===== config.mk =====
export PLATFORM = sky130hd
export DESIGN_NAME = spi_xfer_queue
export DESIGN_NICKNAME = d
export VERILOG_FILES = /design/src/rtl/spi_xfer_queue.sv
export SDC_FILE = /design/constraint.sdc
export NUM_CORES = 1
export LEC_CHECK = 0
export CAP_MARGIN = 25
export CORE_ASPECT_RATIO = 2
export CORE_UTILIZATION = 50
export DETAILED_ROUTE_END_ITERATION = 8
export GPL_ROUTABILITY_DRIVEN = 0
export HOLD_SLACK_MARGIN = 0.1
export PLACE_DENSITY = 0.79
export SETUP_SLACK_MARGIN = 0.1
export SYNTH_ARGS = -nofsm -noshare
export SYNTH_HDL_FRONTEND = slang
export SYNTH_SLANG_ARGS = --single-unit

===== constraint.sdc =====
create_clock -name clk_i -period 2.75 [get_ports clk_i]
set_clock_uncertainty 0.2 [all_clocks]
set_input_delay 0.275 -clock clk_i [delete_from_list [all_inputs] [get_ports clk_i]]
set_output_delay 0.275 -clock clk_i [all_outputs]
set_load 0.01 [all_outputs]

===== src/rtl/spi_xfer_queue.sv =====
// spi_xfer_queue: queues TX words and runs one spi_core character per word (TX_0, CTRL+GO, intr, RX_0).
// Latency: 5 cycles of register traffic plus SPI transfer time per word, RX word visible the cycle after capture.
// Backpressure: cmd_ready_o low while TX FIFO full; a word starts only once an RX slot is free. Macro: SPI_XQ_TIMEOUT_EN.

// spi_xq_fifo: generic power-of-2 FIFO with occupancy count.
// Latency: push visible at dat_o the next cycle; dat_o reads 0 while empty.
// Backpressure: push ignored when full unless a pop happens in the same cycle.
module spi_xq_fifo #(
    parameter int W     = 32,
    parameter int DEPTH = 4
) (
    input  logic                     clk_i,
    input  logic                     rst_ni,
    input  logic                     push_i,
    input  logic                     pop_i,
    input  logic [W-1:0]             dat_i,
    output logic [W-1:0]             dat_o,
    output logic                     full_o,
    output logic                     empty_o,
    output logic [$clog2(DEPTH):0]   cnt_o
);
    localparam int AW = $clog2(DEPTH);
    localparam logic [AW:0] FULL_CNT = (AW+1)'(DEPTH);

    logic [W-1:0]  mem_q [DEPTH];
    logic [AW-1:0] wr_q, wr_d, rd_q, rd_d;
    logic [AW:0]   cnt_q, cnt_d;
    logic          do_push, do_pop;

    always_comb begin
        do_pop  = pop_i && (cnt_q != '0);
        do_push = push_i && ((cnt_q != FULL_CNT) || do_pop);
        wr_d    = do_push ? wr_q + 1'b1 : wr_q;
        rd_d    = do_pop  ? rd_q + 1'b1 : rd_q;
        cnt_d   = cnt_q;
        if (do_push && !do_pop) cnt_d = cnt_q + 1'b1;
        if (do_pop && !do_push) cnt_d = cnt_q - 1'b1;
    end

    always_ff @(posedge clk_i or negedge rst_ni) begin
        if (!rst_ni) begin
            wr_q  <= '0;
            rd_q  <= '0;
            cnt_q <= '0;
        end else begin
            wr_q  <= wr_d;
            rd_q  <= rd_d;
            cnt_q <= cnt_d;
        end
    end

    always_ff @(posedge clk_i) begin
        if (do_push) mem_q[wr_q] <= dat_i;
    end

    assign dat_o   = (cnt_q != '0) ? mem_q[rd_q] : '0;
    assign full_o  = (cnt_q == FULL_CNT);
    assign empty_o = (cnt_q == '0);
    assign cnt_o   = cnt_q;
endmodule

module spi_xfer_queue #(
    parameter int          CMD_DEPTH   = 4,
    parameter int          RSP_DEPTH   = 4,
    parameter logic [7:0]  ADDR_TX0    = 8'h00,
    parameter logic [7:0]  ADDR_RX0    = 8'h00,
    parameter logic [7:0]  ADDR_CTRL   = 8'h10,
    parameter logic [31:0] CTRL_CFG    = 32'h1008,
    parameter int          GO_BIT      = 8,
    parameter logic [15:0] TIMEOUT_CYC = 16'hFFFF
) (
    input  logic        clk_i,
    input  logic        rst_ni,
    input  logic        cmd_valid_i,
    output logic        cmd_ready_o,
    input  logic [31:0] cmd_data_i,
    output logic        rsp_valid_o,
    input  logic        rsp_ready_i,
    output logic [31:0] rsp_data_o,
    output logic        rsp_err_o,
    output logic        busy_o,
    output logic [7:0]  core_addr_o,
    output logic [31:0] core_wdata_o,
    output logic [3:0]  core_be_o,
    output logic        core_we_o,
    output logic        core_re_o,
    input  logic [31:0] core_rdata_i,
    input  logic        core_intr_i
);
    typedef enum logic [2:0] {
        S_IDLE, S_WR_TX, S_WR_CTRL, S_WAIT, S_RD_REQ, S_RD_CAP
    } state_e;

    localparam int RAW = $clog2(RSP_DEPTH);
    localparam logic [RAW:0] RSP_FULL = (RAW+1)'(RSP_DEPTH);

    state_e state_q, state_d;
    logic [7:0]  addr_q, addr_d;
    logic [31:0] wdata_q, wdata_d;
    logic [3:0]  be_q, be_d;
    logic        we_q, we_d, re_q, re_d;

    logic [31:0]              tx_dat;
    logic                     tx_push, tx_pop, tx_full, tx_empty;
    logic [$clog2(CMD_DEPTH):0] tx_cnt_unused;
    logic [32:0]              rx_din, rx_dout;
    logic                     rx_push, rx_empty, rx_full_unused;
    logic [RAW:0]             rx_cnt;

`ifdef SPI_XQ_TIMEOUT_EN
    logic [15:0] wd_q, wd_d;
`else
    logic unused_tmo;
    assign unused_tmo = ^TIMEOUT_CYC;
`endif

    // Registered strobes are computed from the next state, so they are high while in that state.
    always_comb begin
        state_d = state_q;
        addr_d  = '0;
        wdata_d = '0;
        be_d    = '0;
        we_d    = 1'b0;
        re_d    = 1'b0;
        tx_pop  = 1'b0;
        rx_push = 1'b0;
        rx_din  = '0;
`ifdef SPI_XQ_TIMEOUT_EN
        wd_d    = wd_q;
`endif
        unique case (state_q)
            S_IDLE: begin
                if (!tx_empty && (rx_cnt != RSP_FULL)) begin
                    state_d = S_WR_TX;
                    tx_pop  = 1'b1;
                    we_d    = 1'b1;
                    addr_d  = ADDR_TX0;
                    wdata_d = tx_dat;
                    be_d    = 4'hF;
                end
            end
            S_WR_TX: begin
                state_d = S_WR_CTRL;
                we_d    = 1'b1;
                addr_d  = ADDR_CTRL;
                wdata_d = CTRL_CFG | (32'd1 << GO_BIT);
                be_d    = 4'h3;
            end
            S_WR_CTRL: begin
                state_d = S_WAIT;
`ifdef SPI_XQ_TIMEOUT_EN
                wd_d    = '0;
`endif
            end
            S_WAIT: begin
                if (core_intr_i) begin
                    state_d = S_RD_REQ;
                    re_d    = 1'b1;
                    addr_d  = ADDR_RX0;
                end
`ifdef SPI_XQ_TIMEOUT_EN
                // Abort with an error word; the core's GO bit is left for software to clear.
                else if (wd_q == TIMEOUT_CYC - 16'd1) begin
                    state_d = S_IDLE;
                    rx_push = 1'b1;
                    rx_din  = {1'b1, 32'h0};
                end else begin
                    wd_d = wd_q + 16'd1;
                end
`endif
            end
            S_RD_REQ: state_d = S_RD_CAP;
            S_RD_CAP: begin
                state_d = S_IDLE;
                rx_push = 1'b1;
                rx_din  = {1'b0, core_rdata_i};
            end
            default: state_d = S_IDLE;
        endcase
    end

    always_ff @(posedge clk_i or negedge rst_ni) begin
        if (!rst_ni) begin
            state_q <= S_IDLE;
            addr_q  <= '0;
            wdata_q <= '0;
            be_q    <= '0;
            we_q    <= 1'b0;
            re_q    <= 1'b0;
        end else begin
            state_q <= state_d;
            addr_q  <= addr_d;
            wdata_q <= wdata_d;
            be_q    <= be_d;
            we_q    <= we_d;
            re_q    <= re_d;
        end
    end

`ifdef SPI_XQ_TIMEOUT_EN
    always_ff @(posedge clk_i or negedge rst_ni) begin
        if (!rst_ni) wd_q <= '0;
        else         wd_q <= wd_d;
    end
`endif

    // A full TX FIFO still accepts a word in the cycle its head is popped.
    assign cmd_ready_o = !tx_full || tx_pop;
    assign tx_push     = cmd_valid_i && cmd_ready_o;

    spi_xq_fifo #(.W(32), .DEPTH(CMD_DEPTH)) u_tx_fifo (
        .clk_i   (clk_i),
        .rst_ni  (rst_ni),
        .push_i  (tx_push),
        .pop_i   (tx_pop),
        .dat_i   (cmd_data_i),
        .dat_o   (tx_dat),
        .full_o  (tx_full),
        .empty_o (tx_empty),
        .cnt_o   (tx_cnt_unused)
    );

    spi_xq_fifo #(.W(33), .DEPTH(RSP_DEPTH)) u_rx_fifo (
        .clk_i   (clk_i),
        .rst_ni  (rst_ni),
        .push_i  (rx_push),
        .pop_i   (rsp_ready_i),
        .dat_i   (rx_din),
        .dat_o   (rx_dout),
        .full_o  (rx_full_unused),
        .empty_o (rx_empty),
        .cnt_o   (rx_cnt)
    );

    assign rsp_valid_o  = !rx_empty;
    assign rsp_data_o   = rx_dout[31:0];
`ifdef SPI_XQ_TIMEOUT_EN
    assign rsp_err_o    = rx_dout[32];
`else
    assign rsp_err_o    = 1'b0;
`endif
    assign busy_o       = (state_q != S_IDLE) || !tx_empty;
    assign core_addr_o  = addr_q;
    assign core_wdata_o = wdata_q;
    assign core_be_o    = be_q;
    assign core_we_o    = we_q;
    assign core_re_o    = re_q;
endmodule

After elaboration in Yosys (flattened, before gate mapping)
Memories as Yosys holds them, arrays and structs flattened.
Index checks and enable logic that the tools add are counted.
{"block": "totals", "out_inout_bits": 82, "in_bits": 69, "mem_count": 2, "regBits": 63, "latchBits": 0, "rom_bits": 0, "mem_bits_rw": 256}
{"name": "u_rx_fifo.mem_q", "depth": 4, "width": 32, "read_ports": 1, "rd_clocked_by_memory_dff": 0, "write_ports": 1, "line": "25", "source": "logic [W-1:0] mem_q [DEPTH];"}
{"name": "u_tx_fifo.mem_q", "depth": 4, "width": 32, "read_ports": 1, "rd_clocked_by_memory_dff": 0, "write_ports": 1, "line": "25"}
{"block": "classes", "n_div": 0, "n_eq_ne": 10, "shift": 0, "magnitude_cmp": 0, "muxes": 25, "mul": 0, "bitwise": 0, "n_addsub": 8, "reduce_logical": 30}
{"operator": "32-bit 2-to-1 mux", "count": 4}
{"operator": "32-bit case mux with 2 select lines", "count": 1}
{"operator": "3-bit 2-to-1 mux", "count": 6}
{"operator": "3-bit case mux with 5 select lines", "count": 1}
{"operator": "1-bit logical AND", "count": 10}
{"operator": "3-bit == test, second input constant", "count": 3}
{"operator": "3-bit logical NOT", "count": 3}
{"operator": "1-bit 2-to-1 mux", "count": 9}
{"operator": "3-bit nonzero test", "count": 3}
{"operator": "2-bit by 1-bit adder with 2-bit output, second input constant", "count": 4}
{"operator": "4-bit case mux with 2 select lines", "count": 1}
{"operator": "1-bit logical NOT", "count": 7}
{"operator": "3-bit by 1-bit adder with 3-bit output, second input constant", "count": 2}
{"operator": "3-bit by 2-bit == test with 1-bit output, second input constant", "count": 2}
{"operator": "3-bit != test, second input constant", "count": 2}
{"operator": "3-bit by 1-bit subtractor with 3-bit output, second input constant", "count": 2}
{"operator": "5-bit 2-to-1 mux", "count": 1}
{"operator": "1-bit logical OR", "count": 4}
{"operator": "4-bit 2-to-1 mux", "count": 1}
{"operator": "2-bit != test, second input constant", "count": 2}
{"operator": "2-bit nonzero test", "count": 2}
{"operator": "3-bit by 1-bit == test with 1-bit output, second input constant", "count": 1}
{"operator": "1-bit case mux with 2 select lines", "count": 1}
{"operator": "2-bit AND reduction", "count": 1}

Longest topological paths before layout
Gate-level depths: netlist of run 1.
{"block": "depth", "depth_word": 11, "depth_mapped": 11, "mapped_depth_nobuf": 9}

By module
A second synthesis of run 1 with hierarchy kept.
{"block": "hier_totals", "cells_unflattened": 664, "area_unflattened_um2": 12528.3}
{"mod": "spi_xq_fifo (u_rx_fifo)", "n_inst": 1, "cells_each": 264, "area_each_um2": 5506.5}
{"mod": "spi_xq_fifo (u_tx_fifo)", "n_inst": 1, "cells_each": 258, "area_each_um2": 5356.4}
{"mod": "spi_xfer_queue", "n_inst": 1, "cells_each": 142, "area_each_um2": 1665.3}

Least setup slack after synthesis of run 1
Ideal clock, no wire load.
{"block": "synth_timing", "kind": "register to register", "startpoint": "register u_rx_fifo.cnt_q[0] (netlist: u_rx_fifo.cnt_o[0])", "endpoint": "register u_tx_fifo.cnt_q[2] (netlist: u_tx_fifo.cnt_o[2])", "setup_ps": 79, "arrival_ps": 2187, "required_ps": 2471, "setup_slack_ps": 284, "path_stages_with_launch": 10, "cell_sequence": "dfrtp_1 > or3b_1 > buf_6 > a32oi_4 > ha_1 > inv_1 > fa_1 > xor2_1 > nor2_1 > xor2_1"}
{"block": "synth_between", "elab_chain_len": 10, "elab_cells_between_ends": 15, "cone_classes": "1 x eq/ne; 3 x mux; 11 x reduce/logical"}
{"element": "start: declaration", "line": "27", "source": "logic [AW:0] cnt_q, cnt_d;"}
{"element": "start signal: assignment", "line": "48", "source": "cnt_q <= cnt_d;"}
{"element": "3-bit != test (*)", "line": "133", "source": "if (!tx_empty && (rx_cnt != RSP_FULL)) begin"}
{"element": "1-bit logical AND (*)", "line": "133"}
{"element": "1-bit 2-to-1 mux (*)", "line": "133"}
{"element": "1-bit 2-to-1 mux (*)", "line": "131", "source": "unique case (state_q)"}
{"element": "1-bit logical OR or 1-bit logical AND (tied branches)", "line": "208, 31"}
{"element": "1-bit logical AND or 1-bit logical OR (tied branches)", "line": "209, 32"}
{"element": "1-bit logical AND", "line": "32", "source": "do_push = push_i && ((cnt_q != FULL_CNT) || do_pop);"}
{"element": "1-bit logical NOT", "line": "37", "source": "if (do_pop && !do_push) cnt_d = cnt_q - 1'b1;"}
{"element": "1-bit logical AND", "line": "37"}
{"element": "3-bit 2-to-1 mux or 2-bit nonzero test (tied branches)"}
{"element": "end signal: assignment", "line": "48"}
{"element": "end: declaration", "line": "27"}
Every way passes the cells marked *; elsewhere a longest branch is shown, timed or not.
A chain may end at the register's enable or synchronous reset.

Worst setup path after layout of run 1
{"block": "layout_timing", "startpoint": "register u_rx_fifo.rd_q[0]", "endpoint": "output rsp_data_o[7]"}
{"block": "layout_between", "elab_chain_len": 2}
{"element": "start: declaration", "line": "26", "source": "logic [AW-1:0] wr_q, wr_d, rd_q, rd_d;"}
{"element": "start signal: assignment", "line": "47", "source": "rd_q <= rd_d;"}
{"element": "memory 4 x 32 bit"}
{"element": "32-bit 2-to-1 mux", "line": "56", "source": "assign dat_o = (cnt_q != '0) ? mem_q[rd_q] : '0;"}
{"element": "end: declaration", "line": "79", "source": "output logic [31:0] rsp_data_o,"}
Every way passes these cells.

==> flow_summary_export.csv, run 1 <==
group,metric,value,unit
setup_path,path_class,"reg2out",
routing,ant_nets,0,
power_and_ir_drop,seq_power_share,41.6,%
synthesis,synth_top_cells_by_count,"edfxtp_1 (256), and2_1 (69), mux4_2 (64)",
sta,worst_pin_slew,0.645,ns
routing,drc,26,
synthesis,netlist_instances,590,
clocking,cts_num_sinks,309,
synthesis,synth.area.top_cells,"edfxtp_1 (64%), mux4_2 (12%), dfrtp_1 (11%)",
synthesis,synth-seq-area-share,75.6,%
power_and_ir_drop,p_int,0.0110,W
synthesis,synthFlopType,"edfxtp_1",
synthesis,synth_warnings,0,
floorplanning,num_io_pins,151,
synthesis,yosysTopAreaCell,"edfxtp_1",
power_and_ir_drop,vdd_drop_max,0.889,mV
synthesis,async_flop_share,17.2,%
floorplanning,core-area,23300,µm²
floorplanning,die_area,24500,µm²
routing,viasPerCell,5.52,
routing,dr.pass1.iters,6,
setup_path,ff2ff_path_depth,8,
sta,period_needed,2.67,ns
finish,drive_gt1_share,24.5,%
setup_path,crit_path_max_fanout,8,
routing,post_drt_wl_per_cell,21.5,µm
clocking,cts_made_buffers,26,
grt,track_usage,19.3,%
status,violations,"design-rule violations",
finish,syn_to_final_growth,23.8,%
routing,drtIter0Drc,325,
power_and_ir_drop,p_leak,5.24,nW
grt,grt_max_degree,46,
placement,port_buffers,142,
job,maxCapViolCount,0,
hold_path,min_from,"cmd_data_i[5]",
clocking,ctsRootBufferMaster,"clkbuf_16",
synthesis,ys_ff_latch,309,
setup_path,required,2.28,ns
hold_path,hold_class,"in2reg",
routing,drt_wl_total,23.0,mm
sta,rsz0062_at_grt,"yes",
sta,hold_viol,0,
synthesis,postSynthAreaPerCell,20.2,µm²
synthesis,synth.cell_area,11900,µm²
finish,fin_nets,844,
status,status,"finished with violations",
hold_path,hold_depth,1,
clocking,cts_buffer_depth,3,
sta,maxSlewViolCount,0,
sta,maxSlewHeadroom,57.0,%
grt,grt_pass1_wl,35.5,mm
setup_path,arrival,2.19,ns
power_and_ir_drop,power_frac_comb,34.0,%
grt,grt_overflow_total,0,
power_and_ir_drop,fin_total_pwr,0.0153,W
clocking,path_clk_slew,0.07,ns
clocking,clock_latency,0.53,ns
floorplanning,die_h,220,µm
setup_path,rrSetupSlack,0.20,ns
sta,max_clock_freq,375,MHz
power_and_ir_drop,clock_power_share,24.4,%
sta,finalCritPeriodShare,97.0,%
floorplanning,start_util,51.1,%
power_and_ir_drop,switching_share,28.5,%
clocking,ctsHtreeMaxLevel,1,
synthesis,yosysMostFrequentCell,"edfxtp_1",
synthesis,synth-edff-count,256,
finish,fill_cells,1628,
power_and_ir_drop,cellPowerDensity,1040,nW/µm²
finish,num_antenna_cells,0,
grt,grt_pass1_vias,6653,
placement,hpwl,13.9,mm
synthesis,synth.distinct_cells,41,
setup_path,rr_startpoint,"u_tx_fifo.cnt_o[0]",
sta,setup_tns,0,ns
floorplanning,fp-row-count,79,
sta,setup_viol,0,
synthesis,yosysTopAreaCellShare,64.5,%
grt,antenna_found_initial,0,
setup_path,startpoint_type,"flop",
setup_path,cp-end-kind,"output pin",
setup_path,reg2reg_to,"u_tx_fifo.cnt_o[2]",
hold_path,min_to,"u_tx_fifo.mem_q[1][5]",
clocking,cts_tree,"built",
floorplanning,die_x,111,µm
power_and_ir_drop,p_switching,0.00437,W
routing,vias,5880,
[worst max-delay path by stage]
stage	startpoint	end	slack, ns	cells after the start
6_report	u_rx_fifo.rd_q[0]	rsp_data_o[7]	0.08	7
5_1_grt	u_rx_fifo.rd_q[0]	rsp_data_o[28]	0.01	7
4_1_cts	u_rx_fifo.rd_q[0]	rsp_data_o[28]	0.02	7
3_5_place_dp	cmd_valid_i	u_tx_fifo.cnt_o[2]	0.12	9
3_3_place_gp	cmd_valid_i	u_tx_fifo.cnt_o[2]	0.27	9
2_1_floorplan	u_rx_fifo.cnt_o[0]	u_tx_fifo.cnt_o[2]	0.28	9
[worst max-delay path, cell delays in order, from the launching register on]
cell and delay, ns:
dfrtp_2 0.45, buf_6 0.12, buf_6 0.10, buf_16 0.14, buf_6 0.10, mux4_2 0.49, and2_4 0.15, buf_6 0.11
[kinds of logic after synthesis]
group                      after synthesis  share of synthesized area, %
muxes                                   68                          12.5
and+or+nand+nor                        123                          6.59
other                                    1                        0.0315
DFF                                    309                          75.6
adders and majority gates               12                          1.39
xor gates and xnor gates                12                         0.882
AOI/OAI and AO/OA                        9                         0.661
buffers and inverters                   56                          2.34
[power groups by stage]
| stage | sequential [W] | combinational, W | clock (W) |
|---|---|---|---|
| final | 0.00637 | 0.00521 | 0.00374 |
| after floorplan | 0.00641 | 0.00294 | 0 |
| after CTS | 0.00637 | 0.00518 | 0.00383 |
| after detailed placement | 0.00645 | 0.00503 | 0 |
| after global placement | 0.00637 | 0.00490 | 0 |
| after global routing | 0.00644 | 0.00562 | 0.00398 |
[through the flow]
step | hold WS [ns] | std cells | setup WS, ns | util [%] | instance area, µm²
floorplan | -0.221 | 597 | 0.284 | - | 11900
global placement | -0.0569 | 1001 | 0.267 | 58.8 | 13700
detailed placement | -0.0459 | 1001 | 0.119 | 58.8 | 13700
CTS | 0.145 | 1064 | 0.0232 | 63.2 | 14700
global route | 0.170 | 1066 | 0.0142 | 63.3 | 14800
finish | 0.177 | 1066 | 0.0838 | 63.3 | 14800
[cell type report]
type                       count  area [µm²]  area share (%)
tap                          283         354            2.40
sequential                   309        9020            61.1
inverter                      17        63.8           0.432
clock inverter                17         169            1.14
clock buffer                  31         701            4.75
multi-input combinational    232        2690            18.2
timing repair buffer         177        1760            11.9
[sequential cells by signal (all words and copies together) (netlist names), 2 cells and up]
signal / count
core_be_o: 2
core_wdata_o: 32
state_q: 3
u_rx_fifo.cnt_o: 3
u_rx_fifo.mem_q: 128
u_rx_fifo.rd_q: 2
u_rx_fifo.wr_q: 2
u_tx_fifo.cnt_o: 3
u_tx_fifo.mem_q: 128
u_tx_fifo.rd_q: 2
u_tx_fifo.wr_q: 2
[layer usage]
metal	GRT usage, %	share of wire [%]	vias to the layer above
met4	8.20	2.6	0
met1	19.7	34	3038
li1	-	-	2579
met2	38.0	57	224
met5	0	0	-
met3	3.31	5.9	39
[repair_timing]
item	4_1_cts	5_1_grt
cloned	3	0
setup endpoints to repair	36	27
setup buffers	10	2
hold endpoints to repair	53	0
hold buffers	2	0
pin swaps	3	6
gates resized for setup	103	33
[cells in the final DEF (no fill, tap or decap), drive strengths merged, types with 7 or more instances in the layout]
cell	count
and2	69
buf	49
clkbuf	45
clkdlybuf4s50	106
clkinv	11
conb	8
dfrtp	53
edfxtp	256
ha	10
inv	19
mux4	64
nor2b	29
xnor2	7
Power figures use the tool's default switching activity.
==> inputs of run 2 (changes only) <==
ABC_CLOCK_PERIOD_IN_PS = 2750   (was default)
CAP_MARGIN = default   (was 25)
==> results of run 2 <==
Same layout as run 1: the final DEF is identical, and so are final timing and power.
